`src/rtl/turn_signal_ctrl_if.sv`:
```
// Control-to-command bundle between the input decoder (master) and the
// turn signal command generator (slave).
interface turn_signal_ctrl_if;
    logic power_on;
    logic turn_left_req;
    logic turn_right_req;
    logic hazard_btn;
    logic brake;
    logic stay;
    logic twinkle_left;
    logic twinkle_right;
    logic hazard_on;

    modport master (
        output power_on, turn_left_req, turn_right_req, hazard_btn, brake,
        input  stay, twinkle_left, twinkle_right, hazard_on
    );

    modport slave (
        input  power_on, turn_left_req, turn_right_req, hazard_btn, brake,
        output stay, twinkle_left, twinkle_right, hazard_on
    );
endinterface

```
`src/rtl/turn_signal_ctrl.sv`:
```
// Turns driver controls into the stay/twinkle command triple for the lamp
// driver, with minimum blink hold, hazard toggle and fixed request priority.
module turn_signal_ctrl #(
    parameter int HOLD_CYCLES = 500
) (
    input logic              clk,
    input logic              rst_n,
    turn_signal_ctrl_if.slave bus
);

    typedef enum logic [2:0] {
        S_OFF,
        S_IDLE,
        S_LEFT,
        S_RIGHT,
        S_HAZARD
    } state_t;

    localparam logic [31:0] RELOAD = 32'(HOLD_CYCLES - 1);

    state_t      r_state;
    logic [31:0] r_cnt;
    logic        r_hz_prev;
    logic        r_stay;
    logic        r_tw_left;
    logic        r_tw_right;
    logic        r_hazard_on;

    state_t      w_next;
    logic [31:0] w_cnt_next;
    logic        w_hz_edge;
    logic        w_left_only;
    logic        w_right_only;
    logic        w_stay_next;
    logic        w_tl_next;
    logic        w_tr_next;

    assign w_hz_edge    = bus.hazard_btn & ~r_hz_prev;
    assign w_left_only  = bus.turn_left_req & ~bus.turn_right_req;
    assign w_right_only = bus.turn_right_req & ~bus.turn_left_req;

    // Priority: power off > hazard edge > turn requests > hold expiry.
    always_comb begin
        w_next     = r_state;
        w_cnt_next = r_cnt;
        if (!bus.power_on) begin
            w_next     = S_OFF;
            w_cnt_next = 32'd0;
        end else begin
            case (r_state)
                S_OFF: w_next = S_IDLE;
                S_IDLE: begin
                    if (w_hz_edge) begin
                        w_next = S_HAZARD;
                    end else if (w_left_only) begin
                        w_next     = S_LEFT;
                        w_cnt_next = RELOAD;
                    end else if (w_right_only) begin
                        w_next     = S_RIGHT;
                        w_cnt_next = RELOAD;
                    end
                end
                S_LEFT: begin
                    if (w_hz_edge) begin
                        w_next     = S_HAZARD;
                        w_cnt_next = 32'd0;
                    end else if (w_right_only) begin
                        w_next     = S_RIGHT;
                        w_cnt_next = RELOAD;
                    end else if (bus.turn_left_req) begin
                        w_cnt_next = RELOAD;
                    end else if (r_cnt == 32'd0) begin
                        w_next = S_IDLE;
                    end else begin
                        w_cnt_next = r_cnt - 32'd1;
                    end
                end
                S_RIGHT: begin
                    if (w_hz_edge) begin
                        w_next     = S_HAZARD;
                        w_cnt_next = 32'd0;
                    end else if (w_left_only) begin
                        w_next     = S_LEFT;
                        w_cnt_next = RELOAD;
                    end else if (bus.turn_right_req) begin
                        w_cnt_next = RELOAD;
                    end else if (r_cnt == 32'd0) begin
                        w_next = S_IDLE;
                    end else begin
                        w_cnt_next = r_cnt - 32'd1;
                    end
                end
                S_HAZARD: begin
                    if (w_hz_edge) begin
                        w_next = S_IDLE;
                    end
                end
                default: begin
                    w_next     = S_OFF;
                    w_cnt_next = 32'd0;
                end
            endcase
        end
    end

    // Outputs are decoded from the next state so they land on the same edge.
    always_comb begin
        w_stay_next = 1'b0;
        w_tl_next   = 1'b0;
        w_tr_next   = 1'b0;
        case (w_next)
            S_IDLE:   w_stay_next = bus.brake;
            S_LEFT: begin
                w_stay_next = bus.brake;
                w_tl_next   = 1'b1;
            end
            S_RIGHT: begin
                w_stay_next = bus.brake;
                w_tr_next   = 1'b1;
            end
            S_HAZARD: begin
                w_stay_next = 1'b1;
                w_tl_next   = 1'b1;
                w_tr_next   = 1'b1;
            end
            default: ;
        endcase
    end

    always_ff @(posedge clk) begin
        if (!rst_n) begin
            r_state     <= S_OFF;
            r_cnt       <= 32'd0;
            r_hz_prev   <= 1'b0;
            r_stay      <= 1'b0;
            r_tw_left   <= 1'b0;
            r_tw_right  <= 1'b0;
            r_hazard_on <= 1'b0;
        end else begin
            r_state     <= w_next;
            r_cnt       <= w_cnt_next;
            r_hz_prev   <= bus.hazard_btn;
            r_stay      <= w_stay_next;
            r_tw_left   <= w_tl_next;
            r_tw_right  <= w_tr_next;
            r_hazard_on <= (w_next == S_HAZARD);
        end
    end

    assign bus.stay          = r_stay;
    assign bus.twinkle_left  = r_tw_left;
    assign bus.twinkle_right = r_tw_right;
    assign bus.hazard_on     = r_hazard_on;

endmodule

```
`src/flat_wrapper.sv`:
```
// flat-port wrapper written by rule: the top's interface ports become plain ports
module turn_signal_ctrl_flat 
#(
    parameter int HOLD_CYCLES = 500
)
  (clk, rst_n, bus_power_on, bus_turn_left_req, bus_turn_right_req, bus_hazard_btn, bus_brake, bus_stay, bus_twinkle_left, bus_twinkle_right, bus_hazard_on);
  turn_signal_ctrl_if bus_i ();
  input logic clk;
  input logic rst_n;
  input wire logic [$bits(bus_i.power_on)-1:0] bus_power_on;
  input wire logic [$bits(bus_i.turn_left_req)-1:0] bus_turn_left_req;
  input wire logic [$bits(bus_i.turn_right_req)-1:0] bus_turn_right_req;
  input wire logic [$bits(bus_i.hazard_btn)-1:0] bus_hazard_btn;
  input wire logic [$bits(bus_i.brake)-1:0] bus_brake;
  output wire logic [$bits(bus_i.stay)-1:0] bus_stay;
  output wire logic [$bits(bus_i.twinkle_left)-1:0] bus_twinkle_left;
  output wire logic [$bits(bus_i.twinkle_right)-1:0] bus_twinkle_right;
  output wire logic [$bits(bus_i.hazard_on)-1:0] bus_hazard_on;
  assign bus_i.power_on = bus_power_on;
  assign bus_i.turn_left_req = bus_turn_left_req;
  assign bus_i.turn_right_req = bus_turn_right_req;
  assign bus_i.hazard_btn = bus_hazard_btn;
  assign bus_i.brake = bus_brake;
  assign bus_stay = bus_i.stay;
  assign bus_twinkle_left = bus_i.twinkle_left;
  assign bus_twinkle_right = bus_i.twinkle_right;
  assign bus_hazard_on = bus_i.hazard_on;
  turn_signal_ctrl #(.HOLD_CYCLES(HOLD_CYCLES)) u_core (.clk(clk), .rst_n(rst_n), .bus(bus_i));
endmodule
```
`config.mk`:
```
export PLATFORM = sky130hd
export DESIGN_NAME = turn_signal_ctrl_flat
export DESIGN_NICKNAME = d
export VERILOG_FILES = /design/src/rtl/turn_signal_ctrl_if.sv /design/src/rtl/turn_signal_ctrl.sv /design/src/flat_wrapper.sv
export SDC_FILE = /design/constraint.sdc
export NUM_CORES = 1
export LEC_CHECK = 0
export ABC_AREA = 1
export CORE_ASPECT_RATIO = 1.25
export CORE_MARGIN = 8
export CORE_UTILIZATION = 61
export DETAILED_ROUTE_END_ITERATION = 7
export PLACE_DENSITY = 0.92
export SLEW_MARGIN = 20
export SYNTH_ARGS = -nofsm -noshare
export SYNTH_HDL_FRONTEND = slang
export SYNTH_SLANG_ARGS = --single-unit
```
`constraint.sdc`:
```
create_clock -name clk -period 1.8 [get_ports clk]
set_input_delay 0.27 -clock clk [delete_from_list [all_inputs] [get_ports clk]]
set_output_delay 0.27 -clock clk [all_outputs]
set_load 0.01 [all_outputs]
```
==> results of run 1 <==
==> worst max-delay path by stage <==
stage | depth (start not counted) | slack (ns) | end
final | 12 | -0.12 | u_core.r_cnt[5]$_SDFFE_PN0P_
after floorplan | 12 | 0.16 | u_core.r_cnt[10]$_SDFFE_PN0P_
after detailed placement | 11 | -0.19 | u_core.r_cnt[18]$_SDFFE_PN0P_
after global placement | 11 | -0.02 | u_core.r_cnt[18]$_SDFFE_PN0P_
after global routing | 12 | -0.13 | u_core.bus.stay$_SDFF_PN0_
after CTS | 12 | 0.002 | u_core.bus.twinkle_right$_SDFF_PN0_
==> cell usage after synthesis (3+ instances only) <==
cell,count,share of area
inv_1,60,0.079
nor2_4,4,0.016
o21ai_0,21,0.037
nor2_2,5,0.011
nand3_1,34,0.060
nor2_1,86,0.11
o2111ai_1,8,0.025
dfxtp_1,40,0.28
a21oi_1,31,0.054
nand2_1,146,0.19
nand4_1,6,0.013
xor2_1,3,0.0092
nor3_1,3,0.0053
o211ai_1,3,0.0079
clkbuf_1,5,0.0066
nand2_2,4,0.0088
==> logic make-up after synthesis <==
group,Yosys count
buffers and inverters,73
flip-flops,40
AND/OR/NAND/NOR,297
XOR/XNOR,4
adder cells (fa/ha/maj),2
AO/OA/AOI/OAI,70
==> metal layers <==
layer	vias to the layer above	part of all wire
met1	1709	0.34
li1	1684	-
met4	0	0.085
met5	-	0
met3	107	0.11
met2	335	0.46
==> through the flow <==
stage / setup TNS [ns] / utilization
6_report: -0.4621 / 0.8038
5_1_grt: -2.075 / 0.8038
4_1_cts: 0 / 0.7535
3_5_place_dp: -1.488 / 0.7221
3_3_place_gp: -0.02822 / 0.7221
2_1_floorplan: 0 / -
==> power by group through the flow <==
stage          registers [mW]  logic (mW)  clock network, mW
6_report                0.898       0.390              0.799
5_1_grt                 0.898       0.411              0.824
4_1_cts                 0.897       0.323              0.783
3_5_place_dp            0.917       0.317                  0
3_3_place_gp            0.917       0.304                  0
2_1_floorplan           0.918       0.193                  0
==> layout by cell type, fill, tap and decap left out, types with 4 or more instances in the layout <==
master,Yosys,final
nand4_1,6,6
inv_1,60,56
clkbuf_8,0,5
o21ai_1,1,4
nor2_1,86,61
a21oi_1,31,27
o2111ai_1,8,7
dfxtp_2,0,5
nand3_1,34,31
a21oi_2,0,4
inv_2,2,6
dfxtp_1,40,35
nor2_2,5,21
nand3_2,1,4
nor2_4,4,13
nand2_1,146,137
buf_4,1,53
nand2_2,4,13
clkdlybuf4s50_1,0,10
o21ai_0,21,18
==> flip-flops by register name (all words and copies together) (netlist names) <==
register,flops
u_core.bus.twinkle_left,1
u_core.bus.stay,1
u_core.bus.hazard_on,1
u_core.r_state,3
u_core.r_hz_prev,1
u_core.bus.twinkle_right,1
u_core.r_cnt,32
==> critical path: stages, from the launching register on <==
cell and delay (ns):
dfxtp_1 0.42, nor2_1 0.11, nand2_2 0.14, inv_2 0.08
nand3_1 0.13, nor2_4 0.07, buf_4 0.16, buf_4 0.13
nor3_1 0.29, o21ai_1 0.11, nand2_1 0.07, nand2_1 0.04
a21oi_1 0.12
==> area by class of cell <==
class | instances | area share
timing repair buffer | 64 | 0.1370
sequential | 40 | 0.2171
inverter | 65 | 0.06631
clock inverter | 3 | 0.01245
clock buffer | 5 | 0.01851
tap | 60 | 0.02020
multi-input combinational | 374 | 0.5284
==> what timing repair did <==
action	in CTS	in global routing
resized for setup	8	60
gates cloned	0	1
pin swaps	1	21
endpoints found under the setup margin	11	34
setup buffers	1	7
hold endpoints to repair	0	0
==> out/metrics.cfg, run 1 <==
[global_route]
grt.overflow.total=0
met3_usage=0.05329
grt_pass1_wl_mm=14.88
grt_usage=0.2513
first_global_vias=3384
antenna_found_initial=0
grt_max_degree=17
met1_usage=0.2546
top_usage_layer=met2
use_met2=0.4504

[detailed_routing]
drc=0
routed-via-count=3835
ant_nets=0
wl_per_cell_um=18.00
drtIter0Drc=601
drt_pass1_iterations=6
routed_wl_mm=11.00
via_per_inst=6.277

[finish]
nets=559
instances_no_fill=611
multi_input_area_mm2=0.001964
final_area_mm2=0.003717
final_layout_size_suffix_gt1_frac=0.2541
seqCellArea_um2=807.0
syn_to_final_growth_pct=30.19
num-fill-cells=305
diodes=0

[pwr]
cellPowerDensity_mw_per_mm2=561.5
p_int_mw=1.457
ir_worst_vdd_mv=0.5565
clkPwrFrac=0.383
combPwrFrac=0.187
p_switching_mw=0.6299
p_sw_frac=0.3018
p_total_mw=2.087
leakage_nw=1.831
seq_power_share=0.430

[timing]
drv_slew=0
rsz0062_at_grt=yes
finClkSkew_ns=0.009490
worst_slew_pin_slew_ns=0.3663
hold_slack_ns=0.5105
fin_crit_ns=1.919
hold_violations=0
period_share=1.066
fmax_mhz=521.0
slew_headroom=0.7532
worst_slack_ns=-0.1192
setup_viol=12

[placement]
dp_hpwl_mm=6.496
gp_congestion=0.9298
dpl_cell_area_mm2=0.003339
port_buffers=10
dp_worst_setup_slack_ns=-0.1856
dp_cells=594

[critical_path]
crit_required_ns=2.04
end_kind=flop
r2r_end=u_core.r_cnt[5]$_SDFFE_PN0P_
r2r_start=u_core.r_cnt[5]$_SDFFE_PN0P_
crit_path_start_kind=flop
crit_start=u_core.r_cnt[5]$_SDFFE_PN0P_
worstRegToRegCells=12
crit_fanout=5
arrival_ns=2.16
critPathKind=reg -> reg
r2r_slack_ns=-0.12

[cts]
cts.sinks=40
cts_buffers=5
clk_root_buffer_cell=clkbuf_8
htree_levels=2
ctsHoldBuffers=0
tritoncts=built
cts_buffer_depth=2
cts.clk_slew.worst_paths_ns=0.08
insertion_delay_ns=0.31

[die]
num_io_pins=11
dieArea_mm2=0.007139
core.rowCount=28
core_mm2=0.004624
initial_core_util=0.6174
die_x_um=77.19
die_h_um=92.49

[yosys]
synth-simple-area-share=0.4557
syn-instance-count=486
synth_area_per_cell_um2=5.875
async_flop_share=0
synth_fp_nets=495
synth_fa_ha_area_frac=0.008764
synth_edf_count=0
synth.mux.area_fraction=0
ys.flop_type=dfxtp_1
ys_ff_latch=40
ys_seq_area_frac=0.2805
syn_area_mm2=0.002855
synth_compound_area_frac=0.1437
synth-xor-area-share=0.01227
synth_top_family_by_area=simple AND/OR/NAND/NOR gates
yosysWarnings=0
synth.distinct_cells=35

[outcome]
status=complete, but fails checks
violations=setup timing

[job]
cap_viol_max_count=0

[min_path]
hold_path_end=u_core.r_hz_prev$_SDFF_PN0_
hold_start=bus_hazard_btn
hold-path-cell-count=3
hp-class=in -> reg

Note: power is estimated with default switching activity, not from simulation.
==> run 2, diff against run 1 <==
Settings changed: RECOVER_POWER from default to 50.
==> out/metrics.cfg, run 2 (synthesis gave the netlist of run 1 again) <==
[detailed_routing]
via_per_inst=6.285
drc=0
ant_nets=0
wl_per_cell_um=17.88
drt_pass1_iterations=6
drtIter0Drc=584
routed_wl_mm=10.92
routed-via-count=3840

[timing]
worst_slack_ns=-0.05068
drv_slew=0
period_share=1.028
slew_headroom=0.7526
finClkSkew_ns=0.006900
fin_crit_ns=1.851
rsz0062_at_grt=yes
fmax_mhz=540.3
hold_violations=0
setup_viol=12
worst_slew_pin_slew_ns=0.3672

[critical_path]
end_kind=flop
cp_slowest_cell=dfxtp_2
crit_fanout=4
worstRegToRegCells=12
worst-path-stages=12
arrival_ns=2.09
crit_buf_inv=3
crit_path_start_kind=flop
crit_path_max_incr_delay_ns=0.34
path_cells=inv_2 -> ha_2 -> inv_1 -> nor2_2 -> buf_4 -> xor2_1 -> nand2_1 -> nand3_1 -> nand2_1 -> nand2_1 -> nand2_1 -> a21oi_2
r2r_slack_ns=-0.05
cpLargestDelayFamily=simple AND/OR/NAND/NOR gates
r2r_end=u_core.r_cnt[6]$_SDFFE_PN0P_
crit_required_ns=2.04
crit_path_frequent_cell=nand2_1
r2r_start=u_core.r_cnt[0]$_SDFFE_PN0P_
critPathKind=reg -> reg

[placement]
dpl_cell_area_mm2=0.003339
dp_cells=594
gp_congestion=0.9298
port_buffers=10
dp_hpwl_mm=6.496

[global_route]
grt.overflow.total=0
grt_max_degree=17
first_global_vias=3384
antenna_found_initial=0
grt_pass1_wl_mm=14.88
grt_usage=0.2513

[finish]
syn_to_final_growth_pct=30.06
diodes=0
seqCellArea_um2=807.0
layout_commonest_cell=nand2_1
final_area_mm2=0.003714
largest_register_ffs=32
regMostFlops=u_core.r_cnt
top_regs=u_core.r_cnt (32), u_core.r_state (3)
fin_util=0.8030
num-fill-cells=306
multi_input_area_mm2=0.001964
nets=559
instances_no_fill=611
mostFrequentLayoutCells=137 x nand2_1, 61 x nor2_1, 56 x inv_1
final_layout_size_suffix_gt1_frac=0.2523

[cts]
ctsHoldBuffers=0
clk_root_buffer_cell=clkbuf_8
cts_buffers=5
cts.clk_slew.worst_paths_ns=0.09
cts_buffer_depth=2
tritoncts=built
htree_levels=2
insertion_delay_ns=0.31
cts.sinks=40

[die]
die_h_um=92.49
dieArea_mm2=0.007139
die_x_um=77.19
num_io_pins=11
core_mm2=0.004624
initial_core_util=0.6174
core.rowCount=28

[min_path]
hold_path_end=u_core.r_cnt[15]$_SDFFE_PN0P_
hp-class=reg -> reg
hold-path-cell-count=1
hold_start=u_core.r_cnt[15]$_SDFFE_PN0P_

[pwr]
clkPwrFrac=0.382
p_sw_frac=0.2996
cellPowerDensity_mw_per_mm2=559.1
p_int_mw=1.454
p_switching_mw=0.6221
seq_power_share=0.432
ir_worst_vdd_mv=0.5544
combPwrFrac=0.186
leakage_nw=1.841

[outcome]
violations=setup timing
status=complete, but fails checks

[job]
cap_viol_max_count=0

==> run 2: cell count changes in the layout (fill, tap and decap cells not counted), sizes merged <==
cell           before  now
dlygate4sd3         0    6
clkdlybuf4s50      10    4
buf                54   53
clkbuf              5    6
==> run 2: how the worst max path moves through the flow <==
stage	startpoint	to	slack, ns
3_5_place_dp	bus_turn_left_req	u_core.r_cnt[18]$_SDFFE_PN0P_	-0.19
6_report	u_core.r_cnt[0]$_SDFFE_PN0P_	u_core.r_cnt[6]$_SDFFE_PN0P_	-0.05
5_1_grt	u_core.r_cnt[28]$_SDFFE_PN0P_	u_core.bus.stay$_SDFF_PN0_	-0.13
3_3_place_gp	bus_turn_left_req	u_core.r_cnt[18]$_SDFFE_PN0P_	-0.02
4_1_cts	u_core.r_cnt[18]$_SDFFE_PN0P_	u_core.bus.twinkle_right$_SDFF_PN0_	0.002
2_1_floorplan	u_core.r_cnt[0]$_SDFFE_PN0P_	u_core.r_cnt[10]$_SDFFE_PN0P_	0.16
==> run 2: cell type report <==
| cell class | instances | share of cell area |
|---|---|---|
| Timing Repair Buffer | 64 | 0.1361 |
| Inverter | 65 | 0.06637 |
| Multi-Input combinational cell | 374 | 0.5290 |
| Clock inverter | 3 | 0.01247 |
| Tap cell | 60 | 0.02022 |
| Sequential cell | 40 | 0.2173 |
| Clock buffer | 5 | 0.01853 |
==> run 2: through the flow <==
step	total power [mW]	setup TNS, ns	worst slack [ns]	hold slack [ns]
floorplan	1.111	0	0.1644	0.3635
global placement	1.221	-0.02822	-0.01785	0.4648
detailed placement	1.234	-1.488	-0.1856	0.4773
CTS	2.003	0	0.001989	0.4978
global route	2.130	-2.067	-0.1327	0.5258
finish	2.076	-0.3487	-0.05068	0.5174
==> run 2: metal layers <==
metal  part of all wire  global-route usage  up-vias
li1                   -                   -     1683
met1               0.34              0.2546     1688
met2               0.47              0.4504      358
met3               0.11             0.05329      111
met4              0.086              0.1735        0
met5                  0                   0        -
==> run 2: power by group through the flow <==
stage               Sequential, mW  Clock, mW  Combinational (mW)
finish                       0.897      0.793               0.386
global route                 0.898      0.824               0.408
global placement             0.917          0               0.304
CTS                          0.897      0.783               0.323
floorplan                    0.918          0               0.193
detailed placement           0.917          0               0.317
==> run 2: timing repair <==
action | CTS | global route
pin swaps | 1 | 21
gates resized for setup | 8 | 60
setup buffers | 1 | 7
cloned | 0 | 1
setup endpoints to repair | 11 | 34
